### src/rtl/hilo_unit.sv
// hilo_unit
//   Sequencer plus architectural HI/LO register file sitting between the
//   multicycle control unit and the iterative divide/multiply units.
//   A one-cycle div_req/mult_req in IDLE starts an operation; the matching
//   unit enable is held for LATENCY+1 edges (first edge is the unit's clear
//   step), after which the 64-bit result is captured into HI/LO and done
//   pulses. A divide whose divider reports divide-by-zero on the second
//   enabled edge is aborted with a div_zero_exc pulse and HI/LO untouched.
//   mthi/mtlo writes are honoured only while idle.
//
// Parameters
//   DIV_LATENCY   enabled edges until divider HI/LO are valid (<= 62)
//   MULT_LATENCY  enabled edges until multiplier HI/LO are valid (<= 62)
//
// Ports
//   clk, reset            rising-edge clock, async active-high reset
//   div_req, mult_req     start requests (divide wins if both)
//   div_zero              divider's divide-by-zero flag
//   div_hi, div_lo        divider remainder / quotient
//   mult_hi, mult_lo      multiplier product high / low
//   mthi, mtlo, wdata     HI / LO write strobes and data
//   div_ctrl, mult_ctrl   unit enables (decoded from state)
//   busy                  operation in flight, control unit stalls
//   done                  one-cycle pulse after a successful capture
//   div_zero_exc          one-cycle pulse on an aborted divide
//   hi, lo                architectural HI / LO
module hilo_unit #(
  parameter int unsigned DIV_LATENCY  = 35,
  parameter int unsigned MULT_LATENCY = 33
) (
  input  logic        clk,
  input  logic        reset,
  input  logic        div_req,
  input  logic        mult_req,
  input  logic        div_zero,
  input  logic [31:0] div_hi,
  input  logic [31:0] div_lo,
  input  logic [31:0] mult_hi,
  input  logic [31:0] mult_lo,
  input  logic        mthi,
  input  logic        mtlo,
  input  logic [31:0] wdata,
  output logic        div_ctrl,
  output logic        mult_ctrl,
  output logic        busy,
  output logic        done,
  output logic        div_zero_exc,
  output logic [31:0] hi,
  output logic [31:0] lo
);

  typedef enum logic [1:0] {
    IDLE     = 2'd0,
    DIV_RUN  = 2'd1,
    MULT_RUN = 2'd2
  } state_e;

  localparam logic [5:0] DIV_LAST  = 6'(DIV_LATENCY);
  localparam logic [5:0] MULT_LAST = 6'(MULT_LATENCY);

  state_e      state_q, state_d;
  logic [5:0]  cnt_q,   cnt_d;
  logic [31:0] hi_q,    hi_d;
  logic [31:0] lo_q,    lo_d;
  logic        done_q,  done_d;
  logic        exc_q,   exc_d;

  always_comb begin
    state_d = state_q;
    cnt_d   = cnt_q;
    hi_d    = hi_q;
    lo_d    = lo_q;
    done_d  = 1'b0;
    exc_d   = 1'b0;

    case (state_q)
      IDLE: begin
        cnt_d = '0;
        // Writes and a request in the same cycle both take effect; the
        // later capture simply overwrites whatever was written here.
        if (mthi) hi_d = wdata;
        if (mtlo) lo_d = wdata;
        if (div_req)       state_d = DIV_RUN;
        else if (mult_req) state_d = MULT_RUN;
      end

      DIV_RUN: begin
        cnt_d = cnt_q + 6'd1;
        // The divider flags a zero divisor once its clear step is done,
        // i.e. on the second enabled edge; abort takes priority.
        if ((cnt_q == 6'd1) && div_zero) begin
          state_d = IDLE;
          cnt_d   = '0;
          exc_d   = 1'b1;
        end else if (cnt_q == DIV_LAST) begin
          state_d = IDLE;
          cnt_d   = '0;
          hi_d    = div_hi;
          lo_d    = div_lo;
          done_d  = 1'b1;
        end
      end

      MULT_RUN: begin
        cnt_d = cnt_q + 6'd1;
        if (cnt_q == MULT_LAST) begin
          state_d = IDLE;
          cnt_d   = '0;
          hi_d    = mult_hi;
          lo_d    = mult_lo;
          done_d  = 1'b1;
        end
      end

      default: begin
        state_d = IDLE;
        cnt_d   = '0;
      end
    endcase
  end

  always_ff @(posedge clk or posedge reset) begin
    if (reset) begin
      state_q <= IDLE;
      cnt_q   <= '0;
      hi_q    <= '0;
      lo_q    <= '0;
      done_q  <= 1'b0;
      exc_q   <= 1'b0;
    end else begin
      state_q <= state_d;
      cnt_q   <= cnt_d;
      hi_q    <= hi_d;
      lo_q    <= lo_d;
      done_q  <= done_d;
      exc_q   <= exc_d;
    end
  end

  // Enables and busy are decoded from state so they drop the moment reset
  // forces IDLE.
  assign div_ctrl     = (state_q == DIV_RUN);
  assign mult_ctrl    = (state_q == MULT_RUN);
  assign busy         = (state_q != IDLE);
  assign done         = done_q;
  assign div_zero_exc = exc_q;
  assign hi           = hi_q;
  assign lo           = lo_q;

endmodule

### config.mk
export PLATFORM = sky130hd
export DESIGN_NAME = hilo_unit
export DESIGN_NICKNAME = d
export VERILOG_FILES = /design/src/rtl/hilo_unit.sv
export SDC_FILE = /design/constraint.sdc
export NUM_CORES = 1
export LEC_CHECK = 0
export BUFFER_PORTS_ARGS = -buffer_cell sky130_fd_sc_hd__buf_2
export CAP_MARGIN = 20
export CORE_UTILIZATION = 28
export CTS_BUF_LIST = sky130_fd_sc_hd__clkbuf_8
export DETAILED_ROUTE_END_ITERATION = 10
export HOLD_SLACK_MARGIN = 0.08
export SYNTH_ARGS = -nofsm -noshare
export SYNTH_HDL_FRONTEND = slang
export SYNTH_SLANG_ARGS = --single-unit
### constraint.sdc
create_clock -name clk -period 6.4 [get_ports clk]
set_input_delay 0.32 -clock clk [delete_from_list [all_inputs] [get_ports clk]]
set_output_delay 0.32 -clock clk [all_outputs]
set_load 0.02 [all_outputs]
Word-level counts from Yosys, hierarchy flattened
Index checks and enable logic that the tools add are counted.

storage, ports and cells
  register bits = 74
  input bits = 167
  output and inout bits = 69
  word-level logic and storage cells = 52

cells by class
  add/sub/neg operators = 1
  eq/ne operators = 12
  muxes and demuxes = 26
  reduce and logical (&&, ||, !) cells = 7

operator list
  kind                 number
  $mux 32              8
  $pmux 32 s3          2
  $mux 6               3
  $eq 6x6->1 const B   2
  $pmux 6 s2           1
  $mux 2               5
  $reduce_and 5->1     2
  $add 6x1->6 const B  1
  $eq 6x1->1 const B   1
  $ne 2x2->1 const B   3
  $pmux 2 s3           1
  $mux 1               5
  $ne 2x1->1 const B   2
  $ne 3x1->1 const B   1
  $ne 3x3->1 const B   1
  $reduce_and 3->1     1
  $reduce_bool 3->1    1
  $eq 2x1->1 const B   1
  $eq 2x2->1 const B   1
  $logic_not 2->1      1
  $pmux 1 s2           1
  $reduce_bool 2->1    1
  $logic_and 1x1->1    1

Logic depth before layout (Yosys ltp)
  word-level depth = 4
  gate-level depth with buffers = 8
  mapped depth without buffers = 6

Worst setup path before layout
No wires, ideal clock.

  kind = register to register
  start = reg cnt_q[0]
  end = reg lo_q[0], in the netlist lo[0]
  library setup time = 0.125 ns
  arrival = 2.102 ns
  data required time = 6.275 ns
  path slack = 4.173 ns
  cell stages (with the launch flop) = 8
  period minus slack after synthesis = 2.227 ns
  path through = dfrtp_1 > ha_1 > nand2_1 > o41a_1 > or4_1 > buf_6 > buf_8 > mux2_4

on the way
  longest elaborated chain between the ends = 4
  elaborated cells between the ends (all ways) = 8

ends and longest elaborated chain
  item                                 line  text
  from (decl)                          62    logic [5:0] cnt_q, cnt_d;
  from (signal assigned)               132   cnt_q <= cnt_d;
  $eq 6x1->1                           91    if ((cnt_q == 6'd1) && div_zero) begin
  $logic_and 1x1->1                    91
  $ne 2x2->1 (no source line)          --
  $reduce_and 5->1 (no source line) *  --
  to (signal assigned)                 134   lo_q <= lo_d;
  to (decl)                            64    logic [31:0] lo_q, lo_d;

Every way passes the cells marked *; elsewhere a longest branch is shown, timed or not.
A chain may end at the register's enable or synchronous reset.

Worst setup path in the final report
  start = reg state_q[0]
  end = reg lo_q[31], in the netlist lo[31]

on the way
  longest elaborated chain between the ends = 3
  elaborated cells between the ends (all ways) = 10

ends and longest elaborated chain
  item                                                       line  text
  from (decl)                                                61    state_e state_q, state_d;
  from (signal assigned)                                     131   state_q <= state_d;
  $eq 2x1->1, or another cell as far along                   76    case (state_q)
  $ne 2x1->1 (no source line), or another cell as far along  --
  $reduce_and 5->1 (no source line)                          --

Several ways; a longest one is shown, not always the timed one.

==> flow_metrics.tcl <==
set metrics [dict create \
    p_leak_nw 2.77 \
    rsz0062_at_grt "false" \
    cts_buffer_depth 2 \
    grt_usage_pct 15.3 \
    arrival_ps 3300 \
    postCtsHoldBufs 0 \
    clk_latency_ps 350 \
    grt_max_degree 75 \
    netlist_area_um2 4130 \
    setup_ws_ps 3340 \
    crit_path_start_kind "flop" \
    wl_per_cell_um 14.8 \
    final_util_pct 39.2 \
    max_freq_ghz 0.327 \
    period_share_pct 47.8 \
    ant_nets 0 \
    worst_pin_slew_ps 932 \
    cts_buffers 9 \
    io_buffers 235 \
    grt_pass1_vias 3613 \
    drive_gt1_share_pct 54.6 \
    irDropWorstVdd_uv 242 \
    timing.setup.tns_ps 0 \
    drtIter0Drc 161 \
    grt_antenna_before_repair 0 \
    synth.yosys.warnings 0 \
    htreeDepth 3 \
    cts_tree "done" \
    netlist.top_cell.by_area "dfrtp_1" \
    setup_viol 0 \
    crit_type "flop to flop" \
    first_pass_iters 4 \
    synth.top_cells.by_count "74 x dfrtp_1, 65 x a21oi_1, 64 x a22oi_1" \
    die-height_um 123 \
    finalHoldViolCount 0 \
    gp_congestion 0.770 \
    drc 0 \
    rrSetupSlack_ps 3340 \
    final_nets 771 \
    critPathCapture "lo[31]" \
    crit_fanout 67 \
    initial_utilization_pct 28.5 \
    async_flop_share_pct 100 \
    crit_start "state_q[0]" \
    core_area_um2 14500 \
    yosysSeqAreaShare_pct 44.9 \
    drv_slew 0 \
    holdWs_ps 240 \
    synth_flop_cell "dfrtp_1" \
    holdCritPathClass "input pin to async pin" \
    synthesis.nets 551 \
    clk_pin_slew_worst_paths_ps 80 \
    num_antenna_cells 0 \
    ctsResizeCount 0 \
    cts-root-buf "clkbuf_8" \
    cts_setup_buffers 0 \
    max_slew_margin_pct 37.8 \
    synth_cell_types 33 \
    power_density_nw_per_um2 593 \
    grt_overflow_total 0 \
    syn_area_per_cell_um2 10.9 \
    maxCapViolations 0 \
    fin_skew_ps 6.74 \
    yosysTopAreaCellShare_pct 44.9 \
    die_w_um 123 \
    io_pins 236 \
    wl_um 11700 \
    reg2regPathDepth 7 \
    cp.required_ps 6640 \
    syn_inst 378 \
    status "finished clean" \
    dp_hpwl_um 8530 \
    worstReg2RegEnd "lo[31]" \
    synthMostInstantiatedCell "dfrtp_1" \
    layoutNonFillerInstCount 787 \
    ys_ff_latch 74 \
    die_area_um2 15200 \
    cts_sinks 74 \
    finalCriticalPeriod_ps 3060 \
    critPathCaptureType "flop" \
    preCtsSetupSlack_ps 3160 \
    vias 3861 \
    synth-edff-count 0 \
    grt_first_pass_wirelength_um 17600 \
    vias_per_cell 4.91 \
    area_delta_synth_final_pct 37.7 \
    synthTopCellsByArea "dfrtp_1 45%, a22oi_1 12%, mux2_4 11%, mux2_2 9.3%, a21oi_1 7.9%" \
    rows 44 \
    rr_startpoint "state_q[0]" \
    place_inst 770 \
]
## worst min-delay path by stage
stage / from / end / slack [ps]
finish: reset / lo[20] / 240
global route: div_req / state_q[1] / 250
floorplan: cnt_q[0] / cnt_q[0] / 480
detailed placement: lo[13] / lo[13] / 490
global placement: hi[31] / hi[31] / 490
CTS: div_req / state_q[1] / 210
## through the flow
| step | power, mW | cell area [um2] |
|---|---|---|
| after global placement | 2.92 | 5430 |
| after floorplan | 2.44 | 4130 |
| final | 3.37 | 5680 |
| after detailed placement | 2.97 | 5430 |
| after CTS | 3.40 | 5660 |
| after global routing | 3.62 | 5680 |
## power by group
group	internal (mW)	switching [mW]
Combinational	0.989	1.14
Clock	0.231	0.181
Sequential	0.706	0.119
Total	1.93	1.44
## area by class of cell
| cell class | instances | area, um2 |
|---|---|---|
| clock inverters | 6 | 90.1 |
| flip-flops and latches | 74 | 1850 |
| repair buffers | 242 | 1250 |
| well taps | 184 | 230 |
| fillers | 1424 | 8800 |
| multi-input cells | 264 | 2100 |
| inverters | 7 | 27.5 |
| clock buffers | 10 | 138 |
## state kept, by name, indices dropped and copies added (netlist names)
| register | cells |
|---|---|
| state_q | 2 |
| lo | 32 |
| hi | 32 |
| done | 1 |
| cnt_q | 6 |
| div_zero_exc | 1 |
## critical path: stages (launching register included)
cell	delay, ps
dfrtp_1	410
inv_1	180
ha_2	200
buf_4	550
a21boi_1	400
or4_2	590
buf_16	250
mux2_2	350
## kinds of logic (layout without fill, tap and decap cells)
| logic type | Yosys count | in the layout | synth area share, % |
|---|---|---|---|
| AO/OA/AOI/OAI | 135 | 135 | 20.7 |
| flip-flops | 74 | 74 | 44.9 |
| multiplexers | 66 | 66 | 20.7 |
| AND/OR/NAND/NOR | 53 | 53 | 6.18 |
| buffers and inverters | 40 | 265 | 4.91 |
| adder cells (fa/ha/maj) | 6 | 6 | 1.82 |
| XOR/XNOR | 4 | 4 | 0.849 |
## layout by cell type, fill, tap and decap left out, types with 2 or more instances in the layout
cell type	count
a21oi_1	65
a22oi_1	64
buf_2	235
buf_4	6
bufinv_16	2
clkbuf_8	10
clkinv_2	2
clkinv_4	2
dfrtp_1	74
ha_1	3
ha_2	2
inv_1	6
mux2_2	34
mux2_4	30
mux2i_1	2
nand3_1	3
nor2_1	35
nor3b_1	6
xor2_1	3
## routing by layer
metal / share of wire, % / wire (um) / GRT usage (%) / vias to the layer above
met5: 0 / 0 / 0 / -
met4: 2.1 / 242 / 7.00 / 0
met3: 7.3 / 847 / 4.06 / 15
met1: 42 / 4920 / 17.8 / 1826
met2: 49 / 5660 / 26.1 / 173
li1: - / - / - / 1847
(Power assumes the default switching activity.)
